[config.mk]
export PLATFORM = sky130hd
export DESIGN_NAME = uart_rx_fifo
export DESIGN_NICKNAME = d
export VERILOG_FILES = /design/src/rtl/uart_pkg.sv /design/src/rtl/sync_fifo_ram.sv /design/src/rtl/uart_rx_fifo.sv
export SDC_FILE = /design/constraint.sdc
export NUM_CORES = 1
export LEC_CHECK = 0
export ABC_AREA = 1
export BUFFER_PORTS_ARGS = -buffer_cell sky130_fd_sc_hd__buf_2
export CAP_MARGIN = 25
export CORE_MARGIN = 3
export CORE_UTILIZATION = 60
export DETAILED_ROUTE_END_ITERATION = 6
export PLACE_DENSITY = 0.83
export SLEW_MARGIN = 5
export SYNTH_ARGS = -nofsm -noshare
export SYNTH_HDL_FRONTEND = slang
export SYNTH_SLANG_ARGS = --single-unit
[constraint.sdc]
create_clock -name i_clk -period 2.4 [get_ports i_clk]
set_input_delay 0.48 -clock i_clk [delete_from_list [all_inputs] [get_ports i_clk]]
set_output_delay 0.48 -clock i_clk [all_outputs]
set_load 0.02 [all_outputs]
[src/rtl/uart_pkg.sv]
// rtl/uart_pkg.sv - shared types and constants for the UART receive buffer
//
// Purpose: data width, ingress FSM state type and default FIFO depth used by
// uart_rx_fifo and its testbench.
package uart_pkg;

  localparam int UART_DATA_W         = 8;
  localparam int UART_DEPTH_LOG2_DEF = 4;

  typedef enum logic {
    ST_IDLE = 1'b0,
    ST_ACK  = 1'b1
  } rx_state_t;

endpackage

[src/rtl/sync_fifo_ram.sv]
// rtl/sync_fifo_ram.sv - storage array with one write port and asynchronous read
//
// Purpose: holds FIFO entries only; pointers and flags live in the parent.
// Contents are not reset.
// Ports:
//   i_clk    clock for the write port
//   i_we     write enable
//   i_waddr  write address
//   i_wdata  write data
//   i_raddr  read address
//   o_rdata  combinational read data at i_raddr
module sync_fifo_ram #(
  parameter int WIDTH  = 8,
  parameter int ADDR_W = 4
) (
  input  logic              i_clk,
  input  logic              i_we,
  input  logic [ADDR_W-1:0] i_waddr,
  input  logic [WIDTH-1:0]  i_wdata,
  input  logic [ADDR_W-1:0] i_raddr,
  output logic [WIDTH-1:0]  o_rdata
);

  logic [WIDTH-1:0] r_mem [2**ADDR_W];

  always_ff @(posedge i_clk) begin
    if (i_we) begin
      r_mem[i_waddr] <= i_wdata;
    end
  end

  assign o_rdata = r_mem[i_raddr];

endmodule

[src/rtl/uart_rx_fifo.sv]
// rtl/uart_rx_fifo.sv - UART receive buffer: ingress handshake plus FWFT circular FIFO
//
// Purpose: captures each byte flagged by the UART receiver, acknowledges it
// with a one-cycle rx_done pulse, and queues it for the CPU register block.
// Optional feature macro: UART_RX_FIFO_HWM_IRQ_EN (adds HWM_LEVEL and o_irq).
// Ports:
//   i_clk, i_rst     clock, synchronous active-high reset
//   i_rx_rdy         receiver byte-ready level (held until acknowledged)
//   i_rx_data        receiver byte, valid while i_rx_rdy=1
//   o_rx_done        one-cycle acknowledge to the receiver
//   i_rd_en          CPU pop strobe
//   o_rd_data        head entry (first-word-fall-through)
//   o_rd_valid       FIFO not empty
//   o_level          entry count 0..2^DEPTH_LOG2
//   o_overrun        sticky: a byte was dropped while full
//   i_ovr_clr        clears o_overrun (a drop in the same cycle wins)
//   o_irq            high-water / overrun interrupt (feature builds only)
module uart_rx_fifo
  import uart_pkg::*;
#(
  parameter int DEPTH_LOG2 = UART_DEPTH_LOG2_DEF
`ifdef UART_RX_FIFO_HWM_IRQ_EN
  , parameter int HWM_LEVEL = 12
`endif
) (
  input  logic                   i_clk,
  input  logic                   i_rst,
  input  logic                   i_rx_rdy,
  input  logic [UART_DATA_W-1:0] i_rx_data,
  output logic                   o_rx_done,
  input  logic                   i_rd_en,
  output logic [UART_DATA_W-1:0] o_rd_data,
  output logic                   o_rd_valid,
  output logic [DEPTH_LOG2:0]    o_level,
  output logic                   o_overrun,
  input  logic                   i_ovr_clr
`ifdef UART_RX_FIFO_HWM_IRQ_EN
  , output logic                 o_irq
`endif
);

  localparam logic [DEPTH_LOG2:0]   LVL_FULL = (DEPTH_LOG2+1)'(1 << DEPTH_LOG2);
  localparam logic [DEPTH_LOG2:0]   LVL_ONE  = (DEPTH_LOG2+1)'(1);
  localparam logic [DEPTH_LOG2-1:0] PTR_ONE  = (DEPTH_LOG2)'(1);

  rx_state_t               r_state;
  rx_state_t               w_state_next;
  logic                    r_rx_done;
  logic [DEPTH_LOG2-1:0]   r_wr_ptr;
  logic [DEPTH_LOG2-1:0]   r_rd_ptr;
  logic [DEPTH_LOG2:0]     r_level;
  logic [DEPTH_LOG2:0]     w_level_next;
  logic                    r_overrun;
  logic                    w_overrun_next;
  logic                    w_capture;
  logic                    w_pop;
  logic                    w_full;
  logic                    w_push;
  logic                    w_drop;

  // A pop in the same edge frees a slot, so a full FIFO can still accept.
  assign w_capture = (r_state == ST_IDLE) && i_rx_rdy;
  assign w_pop     = i_rd_en && (r_level != '0);
  assign w_full    = (r_level == LVL_FULL) && !w_pop;
  assign w_push    = w_capture && !w_full;
  assign w_drop    = w_capture && w_full;

  always_comb begin
    w_state_next = r_state;
    case (r_state)
      ST_IDLE: if (i_rx_rdy) w_state_next = ST_ACK;
      ST_ACK:  w_state_next = ST_IDLE;
      default: w_state_next = ST_IDLE;
    endcase
  end

  always_comb begin
    w_level_next = r_level;
    case ({w_push, w_pop})
      2'b10:   w_level_next = r_level + LVL_ONE;
      2'b01:   w_level_next = r_level - LVL_ONE;
      default: w_level_next = r_level;
    endcase
  end

  // Drop sets, clear resets; set has priority.
  assign w_overrun_next = w_drop | (r_overrun & ~i_ovr_clr);

  always_ff @(posedge i_clk) begin
    if (i_rst) begin
      r_state   <= ST_IDLE;
      r_rx_done <= 1'b0;
      r_wr_ptr  <= '0;
      r_rd_ptr  <= '0;
      r_level   <= '0;
      r_overrun <= 1'b0;
    end else begin
      r_state   <= w_state_next;
      r_rx_done <= (w_state_next == ST_ACK);
      r_level   <= w_level_next;
      r_overrun <= w_overrun_next;
      if (w_push) r_wr_ptr <= r_wr_ptr + PTR_ONE;
      if (w_pop)  r_rd_ptr <= r_rd_ptr + PTR_ONE;
    end
  end

  sync_fifo_ram #(
    .WIDTH  (UART_DATA_W),
    .ADDR_W (DEPTH_LOG2)
  ) u_ram (
    .i_clk   (i_clk),
    .i_we    (w_push),
    .i_waddr (r_wr_ptr),
    .i_wdata (i_rx_data),
    .i_raddr (r_rd_ptr),
    .o_rdata (o_rd_data)
  );

  assign o_rx_done  = r_rx_done;
  assign o_rd_valid = (r_level != '0);
  assign o_level    = r_level;
  assign o_overrun  = r_overrun;

`ifdef UART_RX_FIFO_HWM_IRQ_EN
  localparam logic [DEPTH_LOG2:0] LVL_HWM = (DEPTH_LOG2+1)'(HWM_LEVEL);

  logic r_irq;

  always_ff @(posedge i_clk) begin
    if (i_rst) begin
      r_irq <= 1'b0;
    end else begin
      r_irq <= (w_level_next >= LVL_HWM) | w_overrun_next;
    end
  end

  assign o_irq = r_irq;
`endif

endmodule
* Yosys cells after proc, flatten, opt, wreduce, memory -nomap -nowiden
Memories as Yosys holds them, arrays and structs flattened. A register that Yosys moved wholly into a read port is not among the register bits.
Index checks and enable logic that the tools add are counted.
** Cells by class
- $add $sub $neg :: 4
- Equal/unequal tests :: 3
- Multiplexer cells :: 7
- Bitwise gates (word level) :: 4
- Reductions and logical operators :: 9
** Operator list (number)
- $pmux 5 s2 :: 1
- $add 4x1->4 const B :: 2
- $mux 4 :: 2
- $add 5x1->5 const B :: 1
- $eq 5x5->1 const B :: 1
- $logic_and 1x1->1 :: 5
- $reduce_bool 5->1 :: 1
- $sub 5x1->5 const B :: 1
- $mux 1 :: 3
- $eq 2x1->1 const B :: 1
- $eq 2x2->1 const B :: 1
- $logic_not 1->1 :: 2
- $not 1->1 :: 2
- $pmux 1 s2 :: 1
- $reduce_bool 2->1 :: 1
- $and 1x1->1 :: 1
- $or 1x1->1 :: 1
** Storage, ports and cells
- Bits in registers :: 15
- RAM bits :: 128
- Memories kept :: 1
** Memories
- u_ram.r_mem :: depth 16, bits a word 8, rd ports 1, clocked after Yosys merged registers in 1, wr ports 1, RTL line sync_fifo_ram.sv:24 : logic [WIDTH-1:0] r_mem [2**ADDR_W];

* Logic depth before layout (Yosys ltp)
Gate-level depths: netlist of the first run.
- Word-level depth :: 8
- Depth in mapped cells :: 13

* Cells and area by module
Synthesis of the first run repeated with hierarchy kept, for this count alone.
** Second synthesis, totals
- Cells, all modules :: 651
- Area, all modules :: 6471.2 um^2
** By module, submodules not included
- sync_fifo_ram :: instances 1, cells an instance 543, area an instance 5606.6 um^2, sequential area each 3843.7 um^2
- uart_rx_fifo :: instances 1, cells an instance 108, area an instance 864.6 um^2, sequential area each 300.3 um^2

* Worst setup path after synthesis of the first run
Ideal clock, no wire load.
- Path kind :: register to register
- From :: reg r_level[1] (netlist: o_level[1])
- To :: reg r_level[4] (netlist: o_level[4])
- Library setup time :: 0.115 ns
- Data arrival time :: 1.940 ns
- Setup slack :: 0.345 ns
- Cell stages (with the launch flop) :: 12
- Period minus slack after synthesis :: 2.055 ns
- Cells stage by stage :: dfxtp_1 > nor2_1 > nand3_2 > nand3_2 > inv_1 > fa_1 > nand3_1 > nand2_1 > nand3_1 > nand2_1 > a21oi_1 > nor2_1
** Between the ends
- Word-level cells in the longest chain between the ends :: 8
- Elaborated cells on any way between the ends :: 13
- Those cells by class :: 2 x add/sub; 3 x eq/ne; 1 x mux; 7 x reduce/logical
** RTL lines
- start, declared :: RTL line uart_rx_fifo.sv:51 : logic [DEPTH_LOG2:0] r_level;
- start signal, assigned :: RTL line uart_rx_fifo.sv:100 : r_level <= w_level_next;
- $reduce_bool 5->1 (*)
- net o_rd_valid :: RTL line uart_rx_fifo.sv:33 : output logic o_rd_valid,
- $logic_and 1x1->1 (*) :: RTL line uart_rx_fifo.sv:63 : assign w_pop = i_rd_en && (r_level != '0);
- $logic_not 1->1 :: RTL line uart_rx_fifo.sv:64 : assign w_full = (r_level == LVL_FULL) && !w_pop;
- $logic_and 1x1->1 :: RTL line uart_rx_fifo.sv:64
- $logic_not 1->1 :: RTL line uart_rx_fifo.sv:65 : assign w_push = w_capture && !w_full;
- $logic_and 1x1->1 :: RTL line uart_rx_fifo.sv:65
- $eq 2x1->1 / $eq 2x2->1 (equally long branches) :: RTL line uart_rx_fifo.sv:79 : case ({w_push, w_pop})
- $pmux 5 s2 / $reduce_bool 2->1 (equally long branches)
The timed path passes the listed nets; every way through them passes the cells marked *.
A chain may end at the register's enable or synchronous reset.

==> run summary, run 1 <==
Seq/Total Area, Yosys: 67.1%
Slew headroom: 45.2%
final setup vio count: 5
commonest non-fill, non-tap cells in the layout: edfxtp_1, inv_1, nand2_1, nand3_1, a21oi_1
Worst R2R End: o_level[4]
maximum VDD drop: 0.611 mV
critical path type: flip-flop to output port
Max-Cap Viols: 0
Clock Skews: 0.0105 ns
Worst setup SP type: flip-flop
GRT Residual Overflow: 0
Cells after Synth: 543
Hold Path End: r_wr_ptr[2]
DRT iter0 DRCs: 523
syn_nets: 565
first-pass GRT wire length: 22500 µm
Core Region: 10000 µm²
Final Non-Filler Cells: 738
status: finished, violations left
post-synth cell types: 31
layout cell share with drive strength beyond 1: 21.3%
drt pass-1 iters: 6
met2 Use GR: 44.3%
Avg Cell Area, Syn: 11.6 µm²
placed insts: 690
crit-path leading delay family: buffers and inverters
PortBufs: 28
worst slew pin tran: 0.818 ns
CP cell instances: bufbuf_16 -> a21oi_1 -> o21ai_0 -> nand3_1 -> nand3_1 -> nand2_1 -> buf_6
leak pwr: 2.88 nW
die outline height: 108 µm
M3 GR Usage: 4.72%
drt via density: 6.09
CTS Buffer Depth: 2
Die X: 108 µm
Slew Viols, Final: 0
vias: 4492
Period minus WS final: 2.47 ns
Setup WS post-layout: -0.0658 ns
DR DRC count: 0
CP Max Fanout: 32
number of H-tree levels: 4
hold_sp: i_rst
DIE AREA: 11800 µm²
grt met1 use: 32.2%
fin nets: 614
largest net degree at the start of global routing: 33
Final Cycle Share: 103%
total CTS buffers: 17
PD cells: 1010 nW/µm²
ant diodes: 0
crit path DAT: 1.99 ns
routability cong.: 0.899
Initial Util: 62.9%
most used cell, CP: nand3_1
CP required: 1.92 ns
Critical Path End Type: output port
wirelength, routed: 15600 µm
Slowest Stage Delay on Critical Path: 0.40 ns
average wire per standard cell: 21.1 µm
vias in the first global route: 4310
initial antenna violation count: 0
flop and latch count out of synthesis: 147
hpwl dp: 8110 µm
Worst Reg2Reg Path Length in Cells: 11
# IOs: 29
slowest cell on the critical path: dfxtp_2
R2R setup slack: 0.24 ns
hold path depth: 2
num rows: 36
WP buf/inv: 2
unrepaired setup endpoints after global routing: true
root buffer cell: clkbuf_8
setup_tns: -0.185 ns
remaining antenna violation count after routing: 0
yosys warns: 0
Syn Std Cell Area: 6290 µm²
Fin Hold WS: 0.198 ns
GRT Util Overall: 26.1%
Final Hold Vio Count: 0
P&R area growth vs syn: 20.2%
CTS sink cnt: 147
TritonCTS clock tree: built
Hold Path Class: primary input to flip-flop
Reg clk slew, reported paths: 0.06 ns
busiest grt layer: met2
failing checks: setup timing
Peak Freq: 406 MHz
clk_lat worst skew: 0.53 ns
Reg-to-Reg Start: o_level[1]
most common cell after layout, fill and taps aside: edfxtp_1
[flip-flops by register name, indices dropped and copies added (netlist names), named ones only]
signal / flops
o_level: 5
o_overrun: 1
o_rx_done: 1
r_rd_ptr: 4
r_wr_ptr: 4
u_ram.r_mem: 128
[metal layers]
layer  share of wire (%)  up-vias  wire length, µm
li1                    -     1998                -
met1                  36     2137             5610
met2                  51      304             7970
met3                 9.0       53             1400
met4                 3.7        0              573
met5                   0        -                0
[worst max-delay path by stage]
stage                     slack, ns            to  cells past startpoint
after global routing          -0.12  o_rd_data[0]                      8
after global placement         0.27    o_level[4]                     13
after CTS                     -0.01  o_rd_data[1]                      7
after detailed placement       0.12    o_level[4]                     13
after floorplan                0.35    o_level[4]                     11
final                         -0.07  o_rd_data[4]                      7
[cell type report]
type                       instances  area (µm²)
fill                             579        2440
clock buffer                      17         414
timing repair buffer              56         591
multi-input combinational        289        1670
clock inverter                    15         180
sequential                       147        4230
inverter                          81         310
tap                              133         166
[logic make-up after synthesis]
logic type | after synthesis | share of synthesized area (%)
adders and majority gates | 9 | 1.91
DFF | 147 | 67.1
AOI/OAI and AO/OA | 115 | 11.3
buffers and inverters | 107 | 7.28
and+or+nand+nor | 161 | 11.8
xor gates and xnor gates | 4 | 0.557
[stage by stage]
stage	instance area [µm²]	setup slack [ns]	util (%)	power, mW
after floorplan	6290	0.345	-	4.06
after global placement	6580	0.269	65.8	4.38
after detailed placement	6580	0.124	65.8	4.45
after CTS	7440	-0.0108	74.4	7.43
after global routing	7560	-0.118	75.6	7.87
final	7560	-0.0658	75.6	7.61
[Yosys cell counts, drive strengths merged]
cell / count / area [µm²]
inv: 81 / 307
buf: 21 / 133
o21ai: 37 / 185
dfxtp: 19 / 380
nand3: 61 / 333
clkbuf: 5 / 18.8
a21oi: 45 / 229
o211ai: 32 / 290
o31ai: 1 / 7.51
edfxtp: 128 / 3840
ha: 8 / 100
nand3b: 2 / 15.0
fa: 1 / 20.0
nand2: 67 / 269
nor3: 1 / 5.00
nor2: 30 / 123
xnor2: 2 / 17.5
xor2: 2 / 17.5
[report_power, final]
group | switching (mW) | total, mW | internal (mW)
Clock | 1.07 | 2.67 | 1.60
Combinational | 1.18 | 1.99 | 0.808
Sequential | 0.0928 | 2.96 | 2.87
Total | 2.35 | 7.61 | 5.27
[timing repair]
action	4_1_cts	5_1_grt
endpoints found under the setup margin	8	8
hold buffers	0	0
cloned	4	3
pin swaps	21	11
setup buffers	8	1
resized for setup	41	16
(Power assumes the default switching activity.)
==> run 2, diff against run 1 <==
--- a/config.mk
+++ b/config.mk
@@ -5,9 +5,8 @@
 export SDC_FILE = /design/constraint.sdc
 export NUM_CORES = 1
 export LEC_CHECK = 0
-export ABC_AREA = 1
 export BUFFER_PORTS_ARGS = -buffer_cell sky130_fd_sc_hd__buf_2
-export CAP_MARGIN = 25
+export CAP_MARGIN = 20
 export CORE_MARGIN = 3
 export CORE_UTILIZATION = 60
 export DETAILED_ROUTE_END_ITERATION = 6
==> run 2 against run 1 <==
Compared with the run above: the run still ends with setup timing left; register-to-register slack worse by 0.12 ns; flip-flop and latch count unchanged; final cell count down 28%; wire length down 20%; final area decreased by 4.9%; first-iteration DRC count shrank 40%; total power fell by 4.6%; critical endpoint is now o_rd_data[5]; highest routed layer unchanged.
==> run summary, run 2 <==
status: finished, violations left
failing checks: setup timing
CTS sink cnt: 147
Peak Freq: 378 MHz
crit path DAT: 2.16 ns
root buffer cell: clkbuf_8
largest net degree at the start of global routing: 33
PD cells: 1010 nW/µm²
total CTS buffers: 17
average wire per standard cell: 23.6 µm
post-synth top area share: 65.1%
TritonCTS clock tree: built
Slowest Stage Delay on Critical Path: 0.54 ns
P&R area growth vs syn: 21.7%
Critical Path Sink: o_rd_data[5]
initial antenna violation count: 0
Synth Area in Compound Gates: 4.57%
vias in the first global route: 3429
most flop-heavy register: u_ram.r_mem
Critical Path End Type: output port
CP required: 1.92 ns
remaining antenna violation count after routing: 0
Period minus WS final: 2.64 ns
Worst R2R End: o_level[4]
largest family of logic cells by synthesized area: multiplexers
most instantiated library cell after synthesis: edfxtp_1
Initial Util: 62.8%
Avg Cell Area, Syn: 18.0 µm²
syn_nets: 351
Slew Viols, Final: 0
vias: 3257
post-synth cell types: 40
drt pass-1 iters: 4
Reg-to-Reg Start: o_level[2]
fin nets: 409
layout cell share with drive strength beyond 1: 38.8%
unrepaired setup endpoints after global routing: true
maximum VDD drop: 0.862 mV
wirelength, routed: 12500 µm
Die X: 105 µm
max reg flops: 128
Worst Reg2Reg Path Length in Cells: 8
Setup WS pre-CTS: 0.0615 ns
first-pass GRT wire length: 20100 µm
die outline height: 105 µm
ant diodes: 0
Core Region: 9420 µm²
number of H-tree levels: 4
GRT Util Overall: 25.1%
multiplexer share of the synthesized area: 13.0%
Setup WS post-layout: -0.243 ns
Clock Skews: 0.00913 ns
Post-synth top cells: edfxtp_1, mux4_2, nor2_1
Reg clk slew, reported paths: 0.06 ns
drt via density: 6.16
setup_tns: -1.61 ns
Hold Buf Count CTS: 0
Hold Path Class: primary input to flip-flop
Worst setup SP type: flip-flop
DR DRC count: 0
Cells after Synth: 329
yosys warns: 0
Seq/Total Area, Yosys: 71.5%
Max-Cap Viols: 0
CP Max Fanout: 6
Simple-Gate Fraction of Synth Area: 6.48%
largest cells by area after synthesis: edfxtp_1, mux4_2, dfxtp_1
async set-reset flop share out of synthesis: 0%
most used cell, CP: buf_12
DRT iter0 DRCs: 316
CP cell instances: buf_12 -> buf_12 -> mux4_2 -> a22oi_2 -> nand2_2 -> buf_6
num rows: 35
R2R setup slack: 0.12 ns
Synth Area in XOR/XNOR: 1.04%
Final Hold Vio Count: 0
commonest non-fill, non-tap cells in the layout: edfxtp_1, mux4_2, nor2_1, buf_2, buf_4
Yosys top cell by area: edfxtp_1
worst slew pin tran: 0.892 ns
Post-Synth Adder-Cell Area: 2.03%
most common cell after layout, fill and taps aside: edfxtp_1
CTS Buffer Depth: 2
DIE AREA: 11100 µm²
EDFF count, synth: 128
Top FF cell, synth: edfxtp_1
Slew headroom: 40.3%
PortBufs: 28
Final Cycle Share: 110%
leak pwr: 2.43 nW
flop and latch count out of synthesis: 147
hpwl dp: 7300 µm
Syn Std Cell Area: 5910 µm²
GRT Residual Overflow: 0
routability cong.: 0.798
critical path type: flip-flop to output port
slowest cell on the critical path: mux4_2
final setup vio count: 8
clk_lat worst skew: 0.52 ns
fin util: 76.4%
# IOs: 29
post-place instance area: 6400 µm²
Finished Cell Area: 7190 µm²
## run 2: cell types whose count changed after synthesis, moves of 12 or more
cell | previous run | this run
o21ai_0 | 34 | 1
nand3_1 | 57 | 3
o211ai_1 | 22 | 3
a22oi_1 | 0 | 16
inv_1 | 79 | 4
mux4_2 | 0 | 32
buf_2 | 16 | 4
a21oi_1 | 44 | 5
nand2_1 | 64 | 14
## run 2: layer usage
layer  part of all wire [%]  vias to the layer above  global-route usage [%]
met2                     53                      145                    40.5
met1                     39                     1650                    32.6
met5                      0                        -                       0
met4                    2.6                        0                    10.9
met3                    5.7                       22                    6.37
li1                       -                     1440                       -
## run 2: kinds of logic after synthesis
kind of cell	count (synthesis)
flip-flops	147
AND/OR/NAND/NOR	74
XOR/XNOR	7
multiplexers	36
adder cells (fa/ha/maj)	9
AO/OA/AOI/OAI	35
buffers and inverters	21
## run 2: area by class of cell
| class | instances | area [µm²] |
|---|---|---|
| fillers | 507 | 2230 |
| repair buffers | 56 | 485 |
| inverters | 4 | 17.5 |
| multi-input cells | 161 | 1740 |
| well taps | 129 | 161 |
| flip-flops and latches | 147 | 4240 |
| clock buffers | 17 | 414 |
| clock inverters | 15 | 136 |
## run 2: worst min-delay path by stage
stage | startpoint | cells after the start | end | slack, ns
after floorplan | r_rd_ptr[3] | 2 | flip-flop | 0.48
final | i_ovr_clr | 3 | o_overrun | 0.22
after global routing | i_ovr_clr | 3 | o_overrun | 0.24
after detailed placement | o_overrun | 2 | o_overrun | 0.46
after global placement | o_overrun | 2 | o_overrun | 0.46
after CTS | i_ovr_clr | 3 | o_overrun | 0.20
## run 2: through the flow
step / hold slack [ns] / std cells / total power, mW
after global placement: 0.461 / 491 / 4.58
after global routing: 0.243 / 529 / 7.59
after CTS: 0.203 / 529 / 7.31
final: 0.223 / 529 / 7.27
after floorplan: 0.485 / 329 / 4.18
after detailed placement: 0.461 / 491 / 4.63
## run 2: repair_timing
action	4_1_cts	5_1_grt
pin swaps	13	11
resized for setup	34	6
endpoints found under the hold margin	0	0
setup endpoints to repair	8	10
gates cloned	3	0
buffers inserted	3	1
## run 2: critical path, delay by kind of cell (launching register included)
kind                   cells  cell delay [ns]
multiplexers               1             0.54
flip-flops                 1             0.39
buffers and inverters      3             0.38
AO/OA/AOI/OAI              1             0.23
AND/OR/NAND/NOR            1             0.10
## run 2: power breakdown
part / internal (mW) / total [mW] / switching (mW)
logic: 0.923 / 1.85 / 0.927
registers: 2.89 / 3.00 / 0.105
clock network: 1.32 / 2.42 / 1.11
total: 5.13 / 7.27 / 2.14
==> run 3, diff against run 2 <==
--- a/config.mk
+++ b/config.mk
@@ -8,10 +8,11 @@
 export BUFFER_PORTS_ARGS = -buffer_cell sky130_fd_sc_hd__buf_2
 export CAP_MARGIN = 20
 export CORE_MARGIN = 3
-export CORE_UTILIZATION = 60
+export CORE_UTILIZATION = 40
 export DETAILED_ROUTE_END_ITERATION = 6
-export PLACE_DENSITY = 0.83
+export PLACE_DENSITY = 0.61
 export SLEW_MARGIN = 5
 export SYNTH_ARGS = -nofsm -noshare
 export SYNTH_HDL_FRONTEND = slang
+export SYNTH_HIERARCHICAL = 1
 export SYNTH_SLANG_ARGS = --single-unit
==> run 3 against run 2 <==
Compared with the run above: the run still ends with setup timing left; critical path depth stayed put; final cell count is 12% higher; clock power is 14% higher; final area is 2.2% higher; synthesized cell count is 2.4% lower; non-clock buffer count is 15 higher; clock skew is 0.0012 ns lower; largest power group unchanged; highest routed layer unchanged.
==> run summary, run 3 <==
routed wl met3: 619 µm
total CTS buffers: 17
drt pass-1 iters: 4
failing checks: setup timing
# fillers: 1183
Critical Path End Type: output port
hold path depth: 3
syn_nets: 340
setup_tns: -0.706 ns
DIE AREA: 16200 µm²
largest net degree at the start of global routing: 29
average wire per standard cell: 20.2 µm
Seq/Total Area, Yosys: 70.4%
ant diodes: 0
Hold Path Class: primary input to flip-flop
DR DRC count: 0
WP buf/inv: 3
CTS Buffer Depth: 2
Core Region: 14100 µm²
DRT iter0 DRCs: 183
clk_lat worst skew: 0.41 ns
leak pwr: 2.49 nW
Slew headroom: 48.5%
unrepaired setup endpoints after global routing: true
slowest cell on the critical path: mux4_2
crit path DAT: 2.04 ns
Sequential Area: 4150 µm²
Yosys top cell by area: edfxtp_1
Avg Cell Area, Syn: 18.3 µm²
P&R area growth vs syn: 24.8%
first-pass GRT wire length: 18600 µm
Hold Path End: o_overrun
Final Hold Vio Count: 0
yosys warns: 6
CP required: 1.92 ns
status: finished, violations left
Synth Area in Compound Gates: 4.91%
Initial Util: 41.6%
number of H-tree levels: 4
PortBufs: 28
max reg flops: 128
Period minus WS final: 2.52 ns
commonest non-fill, non-tap cells in the layout: edfxtp_1, buf_4, nor2_1, mux4_2, buf_2
Slew Viols, Final: 0
Clock Skews: 0.00795 ns
most instantiated library cell after synthesis: edfxtp_1
routability cong.: 0.854
Top Metal Used: met4
Max-Cap Viols: 0
# IOs: 29
crit-path leading delay family: multiplexers
async set-reset flop share out of synthesis: 0%
fin nets: 416
Worst Reg2Reg Path Length in Cells: 8
Final Non-Filler Cells: 590
critical path type: flip-flop to output port
Setup WS pre-CTS: -0.00183 ns
maximum VDD drop: 0.691 mV
hold_sp: i_ovr_clr
Post-synth top cells: edfxtp_1, nor2_1, mux4_2
GRT Util Overall: 15.6%
placed insts: 552
TritonCTS clock tree: built
num rows: 43
R2R setup slack: 0.11 ns
PD cells: 1070 nW/µm²
root buffer cell: clkbuf_16
Final Cycle Share: 105%
met2 WL post-DR: 6020 µm
flop and latch count out of synthesis: 143
Post-Synth Adder-Cell Area: 1.40%
vias in the first global route: 3326
multi-input logic area: 1710 µm²
Setup WS post-layout: -0.120 ns
hpwl dp: 7860 µm
Top FF cell, synth: edfxtp_1
worst slew pin tran: 0.769 ns
Peak Freq: 397 MHz
Syn Std Cell Area: 5890 µm²
remaining antenna violation count after routing: 0
post-synth cell types: 44
layout cell share with drive strength beyond 1: 38.3%
most common cell after layout, fill and taps aside: edfxtp_1
fin util: 51.9%
Die X: 127 µm
final setup vio count: 8
Hold Buf Count CTS: 0
Simple-Gate Fraction of Synth Area: 6.57%
wirelength, routed: 11900 µm
Cells after Synth: 321
EDFF count, synth: 128
multiplexer share of the synthesized area: 13.8%
Worst setup SP type: flip-flop
Reg clk slew, reported paths: 0.06 ns
Worst R2R End: o_level[4]
met1 WL: 5130 µm
Synth Area in XOR/XNOR: 0.893%
die outline height: 127 µm
Slowest Stage Delay on Critical Path: 0.52 ns
largest cells by area after synthesis: edfxtp_1, mux4_2, mux4_1
GRT Residual Overflow: 0
largest family of logic cells by synthesized area: multiplexers
initial antenna violation count: 0
drt via density: 5.42
most flop-heavy register: u_ram/r_mem
post-synth top area share: 65.3%
CTS sink cnt: 143
CP Max Fanout: 6
CP cell instances: buf_12 -> buf_16 -> mux4_2 -> a22oi_2 -> nand2_1 -> buf_6
vias: 3197
Reg-to-Reg Start: o_level[3]
## run 3: worst max path at each step
stage / to / startpoint / depth (start not counted) / slack, ns
after floorplan: o_level[4] / o_level[3] / 8 / 0.007
after global placement: o_level[4] / o_level[3] / 8 / 0.02
after detailed placement: o_level[4] / o_level[3] / 8 / -0.002
after CTS: o_rd_data[7] / r_rd_ptr[0] / 7 / -0.15
after global routing: o_rd_data[3] / r_rd_ptr[0] / 6 / -0.19
final: o_rd_data[7] / r_rd_ptr[0] / 6 / -0.12
## run 3: where the power goes
| part | leakage (nW) | internal [mW] | switching (mW) |
|---|---|---|---|
| Combinational | 0.900 | 1.14 | 1.03 |
| Clock | 0.312 | 1.82 | 0.935 |
| Sequential | 1.28 | 2.81 | 0.0897 |
| Total | 2.49 | 5.78 | 2.06 |
## run 3: routing by layer
metal  vias up  global-route usage (%)
met2        85                    25.7
met1      1642                    20.1
met4         0                    6.37
li1       1455                       -
met3        15                    3.72
met5         -                       0
## run 3: final cells by class
cell class,instances,share of cell area [%]
clock buffers,18,5.84
multi-input cells,160,23.2
inverters,4,0.204
well taps,180,3.07
flip-flops and latches,143,56.5
clock inverters,14,2.67
repair buffers,71,8.45
## run 3: kinds of logic after synthesis
logic type               after synthesis
XOR/XNOR                               6
flip-flops                           143
adder cells (fa/ha/maj)                6
AND/OR/NAND/NOR                       75
buffers and inverters                 18
multiplexers                          36
AO/OA/AOI/OAI                         37
## run 3: tightest hold or removal path: cells and delay by family
kind | cells | cell delay, ns
AOI/OAI and AO/OA | 1 | 0.05
buffers and inverters | 1 | 0.07
and+or+nand+nor | 1 | 0.09
## run 3: repair_timing
action | CTS | global route
cloned | 1 | 0
resized for setup | 28 | 13
setup endpoints to repair | 9 | 10
buffers inserted | 4 | 1
pin swaps | 10 | 5
## run 3: metrics by stage
| stage | cell area (µm²) | total power [mW] | hold slack, ns |
|---|---|---|---|
| 6_report | 7340 | 7.84 | 0.323 |
| 5_1_grt | 7340 | 8.19 | 0.326 |
| 4_1_cts | 7280 | 7.87 | 0.305 |
| 3_5_place_dp | 6530 | 4.83 | 0.468 |
| 3_3_place_gp | 6530 | 4.79 | 0.458 |
| 2_1_floorplan | 5930 | 4.20 | 0.533 |
